## config.mk

```make
export PLATFORM = sky130hd
export DESIGN_NAME = spi_cmd_ctrl
export DESIGN_NICKNAME = d
export VERILOG_FILES = /design/src/rtl/spi_cmd_ctrl.sv
export SDC_FILE = /design/constraint.sdc
export NUM_CORES = 1
export LEC_CHECK = 0
export CAP_MARGIN = 10
export CORE_MARGIN = 3
export CORE_UTILIZATION = 42
export DETAILED_ROUTE_END_ITERATION = 8
export HOLD_SLACK_MARGIN = 0.15
export PLACE_DENSITY = 0.76
export SLEW_MARGIN = 20
export SYNTH_ARGS = -nofsm -noshare
export SYNTH_HDL_FRONTEND = slang
export SYNTH_SLANG_ARGS = --single-unit
```

## constraint.sdc

```tcl
create_clock -name clk -period 2.7 [get_ports clk]
set_clock_uncertainty 0.2 [all_clocks]
set_input_delay 0.405 -clock clk [delete_from_list [all_inputs] [get_ports clk]]
set_output_delay 0.405 -clock clk [all_outputs]
set_load 0.1 [all_outputs]
```

## src/rtl/spi_cmd_ctrl.sv

```systemverilog
// spi_cmd_ctrl: turns host commands into spi_master transfers (opcode+address header, write data out or read data in) with completion on chip-select release
module spi_cmd_ctrl #(
  parameter int ADDR_BYTES = 3,
  parameter int LEN_W = 16
) (
  input  logic             clk,
  input  logic             rst,
  input  logic             cmd_vld,
  output logic             cmd_rdy,
  input  logic             cmd_wr,
  input  logic [7:0]       cmd_op,
  input  logic [31:0]      cmd_addr,
  input  logic [LEN_W-1:0] cmd_len,
  input  logic             wdata_vld,
  input  logic [7:0]       wdata,
  output logic             wdata_rdy,
  output logic             rdata_vld,
  output logic [7:0]       rdata,
  input  logic             rdata_rdy,
  output logic             busy,
  output logic             done,
  output logic             spi_start_pulse,
  output logic             tx_rx_seq,
  output logic [19:0]      tx_len,
  output logic [19:0]      rx_len,
  output logic             tx_buf_vld,
  output logic [7:0]       tx_buf_byte,
  input  logic             tx_buf_req,
  output logic             rx_buf_vld,
  input  logic [7:0]       rx_buf_byte,
  input  logic             rx_buf_req,
  input  logic             ncs
);
  typedef enum logic [2:0] {IDLE, START, HDR, WDAT, RDAT, WEND} state_t;
  localparam int SH = 8 * (4 - ADDR_BYTES);
  state_t state, nxt;
  logic [39:0] hdr;
  logic [2:0] hcnt;
  logic [LEN_W-1:0] cnt;
  logic wr, ncs_q, hdr_last, dec, accept;
  assign accept = state == IDLE && cmd_vld;
  assign hdr_last = hcnt == 3'(ADDR_BYTES);
  assign dec = cnt != '0 && ((state == WDAT && tx_buf_req && wdata_vld) || (state == RDAT && rx_buf_req));
  assign cmd_rdy = state == IDLE;
  assign busy = state != IDLE;
  assign done = state == WEND && ncs && !ncs_q;
  assign spi_start_pulse = state == START;
  assign tx_rx_seq = 1'b0;
  assign tx_buf_vld = state == HDR || (state == WDAT && wdata_vld);
  assign tx_buf_byte = state == HDR ? hdr[39:32] : state == WDAT ? wdata : 8'h00;
  assign wdata_rdy = state == WDAT && tx_buf_req;
  assign rx_buf_vld = state == RDAT && rdata_rdy;
  assign rdata_vld = state == RDAT && rx_buf_req;
  assign rdata = state == RDAT ? rx_buf_byte : 8'h00;
  always_comb begin
    nxt = state;
    case (state)
      IDLE:       nxt = cmd_vld ? START : IDLE;
      START:      nxt = HDR;
      HDR:        nxt = !(tx_buf_req && hdr_last) ? HDR : cnt == '0 ? WEND : wr ? WDAT : RDAT;
      WDAT, RDAT: nxt = (cnt == '0 || (dec && cnt == LEN_W'(1))) ? WEND : state;
      WEND:       nxt = done ? IDLE : WEND;
      default:    nxt = IDLE;
    endcase
  end
  always_ff @(posedge clk or posedge rst) begin
    if (rst) begin
      state <= IDLE;
      hdr <= '0;
      hcnt <= '0;
      cnt <= '0;
      wr <= 1'b0;
      ncs_q <= 1'b1;
      tx_len <= '0;
      rx_len <= '0;
    end else begin
      state <= nxt;
      ncs_q <= ncs;
      if (accept) begin
        hdr <= {cmd_op, cmd_addr << SH};
        hcnt <= '0;
        cnt <= cmd_len;
        wr <= cmd_wr;
        tx_len <= 20'(1 + ADDR_BYTES) + (cmd_wr ? 20'(cmd_len) : 20'd0);
        rx_len <= cmd_wr ? 20'd0 : 20'(cmd_len);
      end else begin
        if (state == HDR && tx_buf_req) begin
          hdr <= {hdr[31:0], 8'h00};
          hcnt <= hcnt + 3'd1;
        end
        if (dec) cnt <= cnt - LEN_W'(1);
      end
    end
  end
endmodule

```

==> flow_summary.json <==
{
  "p_sw_mw": 4.753,
  "maxCapViolations": 0,
  "ys_ff_latch": 89,
  "cts_setup_buffers": 0,
  "syn_to_final_growth_pct": 41.18,
  "core_area_um2": 10510,
  "ys_seq_area_share_pct": 48.16,
  "min_path_type": "register to register",
  "portBuffers": 129,
  "syn_area_per_cell_um2": 8.780,
  "drc": 0,
  "std_cell_rows": 37,
  "antennaDiodeCount": 0,
  "peakVddDrop_mv": 1.314,
  "power.density_nw_per_um2": 1333,
  "cts_hold_buf": 0,
  "worst_pin_slew_ps": 753.4,
  "drive_gt1_share_pct": 18.28,
  "hold_viol": 0,
  "gp_congestion": 0.8407,
  "outcome": "finished clean",
  "htreeDepth": 3,
  "setup_viol": 0,
  "cts.sinks": 89,
  "place_area_um2": 6337,
  "numCtsBuffers": 9,
  "clk_latency_ps": 360,
  "syn_area_um2": 4627,
  "grt_pass1_vias": 4113,
  "die-area_um2": 12310,
  "synth_edf_count": 0,
  "synth_warnings": 0,
  "critPathLaunchType": "register",
  "regArea_um2": 2228,
  "yosysTopAreaCell": "dfrtp_1",
  "crit_arrival_ps": 2550,
  "start_util_pct": 44.03,
  "grt_start_max_net_pins": 90,
  "hpwl_um": 9263,
  "gr-usage-met3_pct": 5.786,
  "ant_nets": 0,
  "path_max_fanout": 16,
  "synth.top_cell.area_share_pct": 47.59,
  "seqPwrFrac_pct": 27.8,
  "ys.flop_type": "dfrtp_1",
  "leakagePower_nw": 2.912,
  "worstPathRequired_ps": 2800,
  "report.final.slew_viol_count": 0,
  "die_y_um": 111.0,
  "root_buffer": "clkbuf_8",
  "drt_iter0_markers": 247,
  "dr.pass1.iters": 4,
  "fmax_mhz": 408.4,
  "power.internal_mw": 3.958,
  "overflow": 0,
  "busiest_layer": "met2",
  "post_drt_via_cell_ratio": 5.299,
  "synth_cell_types": 54,
  "fill_cells": 878,
  "grt_use_met1_pct": 26.69,
  "p_comb_share_pct": 61.6,
  "period_share_pct": 90.69,
  "antenna_found_initial": 0,
  "nets": 743,
  "relSlewSlack_pct": 49.72,
  "synthArstFlopShare_pct": 100.0,
  "fin_crit_ps": 2449,
  "multi_input_area_um2": 2241,
  "path_class": "register to register",
  "endpoint_kind": "register",
  "vias": 4229,
  "ios": 146,
  "setup_tns_ps": 0,
  "cts-resized-gates": 0,
  "fin_area_um2": 6533,
  "clk_pin_slew_worst_paths_ps": 90,
  "routed_wl_um": 12640,
  "netlist_instances": 527,
  "power.share.clock_pct": 10.7,
  "grt_pass1_wl_um": 20860,
  "rsz0062_at_grt": "false",
  "die_x_um": 111.0,
  "gr-usage-met2_pct": 34.43,
  "clk_path_buf_depth": 2,
  "wl_per_cell_um": 15.84,
  "switching_share_pct": 54.56,
  "track_usage_pct": 20.44,
  "cts_tree": "built",
  "synth_area_leaders": "dfrtp_1 (48%), nand2_1 (12%), o21ai_0 (3.7%), a22oi_1 (2.9%), nor2_1 (2.3%)"
}
## final timing paths
kind	from	endpoint	cells after the start	slack, ps
worst min-delay path	hdr[33]	hdr[33]	2	280
max in group asynchronous	rst	rx_len[15]	3	1610
worst max register to register	state[2]	cnt[6]	5	250
min in group asynchronous	rst	hdr[38]	3	320
worst min register to register	hdr[33]	hdr[33]	2	280
worst max-delay path	state[2]	cnt[6]	5	250
## layer usage
metal | vias to the layer above | share of wire (%) | routed length (um)
met3 | 10 | 6.9 | 868
li1 | 2054 | - | -
met4 | 0 | 1.1 | 133
met1 | 2018 | 43 | 5436
met5 | - | 0 | 0
met2 | 147 | 49 | 6200
## stage by stage
step                      instances  power, mW  hold WS [ps]  worst slack [ps]  util, %
after floorplan                 534      6.312         209.5             34.22        -
final                           798      8.710         280.0             251.4    62.16
after CTS                       798      8.769         272.5             216.1    62.16
after global routing            798      9.193         276.6             63.17    62.16
after detailed placement        782      7.831         262.4             197.5    60.30
after global placement          782      7.699         257.1             214.8    60.30
## power by group through the flow
stage                     combinational [mW]  sequential [mW]  clock [mW]
after floorplan                         2.42             3.89           0
after global placement                  5.30             2.40           0
after detailed placement                5.40             2.43           0
after CTS                               5.40             2.42       0.952
after global routing                    5.68             2.51        1.01
final                                   5.36             2.42       0.930
## worst max-delay path, stage by stage, from the launching register on
cell     delay (ps)
dfrtp_1         560
nor3b_1         330
a32o_1          440
nand2_2         290
or4_1           470
nand3_1         100
## layout make-up
cell class                      count  share of cell area [%]
Timing Repair Buffer              151                   25.47
Tap cell                          136                   2.605
Clock buffer                       10                   1.954
Multi-Input combinational cell    398                   34.30
Clock inverter                      6                   1.034
Inverter                            8                  0.5171
Sequential cell                    89                   34.11
## layout by cell type (no fill, tap or decap), drive strengths merged, types with 5 or more instances in the layout
cell	synthesis	layout
xor2	9	9
nand2	150	150
mux2i	8	8
nor2	29	29
a21oi	11	11
conb	1	8
dfrtp	88	88
a22oi	18	18
nand2b	6	6
a221o	8	8
ha	5	5
and2	16	16
a31oi	8	8
clkbuf	20	10
inv	8	8
clkdlybuf4s50	0	72
o21ai	34	34
nand3	18	18
buf	19	79
or3	5	5
nor3	13	13
## kinds of logic after synthesis
logic type / count (synthesis) / synth area share [%]
xor gates and xnor gates: 13 / 2.461
AOI/OAI and AO/OA: 103 / 14.74
and+or+nand+nor: 260 / 26.39
other: 1 / 0.08105
DFF: 89 / 48.16
buffers and inverters: 47 / 4.840
muxes: 9 / 1.974
adders and majority gates: 5 / 1.352
## synthesized netlist by cell type (all sizes together) (8+ instances only)
master  number
a21oi       11
a221o        8
a22oi       18
a31oi        8
and2        16
buf         19
clkbuf      20
dfrtp       88
inv          8
mux2i        8
nand2      150
nand3       18
nor2        29
nor3        13
o21ai       34
xor2         9
## flip-flops by register name, indices dropped and copies added, names as in the netlist
signal	flops
hdr	32
tx_len	17
cnt	16
rx_len	16
hcnt	3
state	3
ncs_q	1
wr	1
No activity file was read; power rests on OpenSTA's default activity.
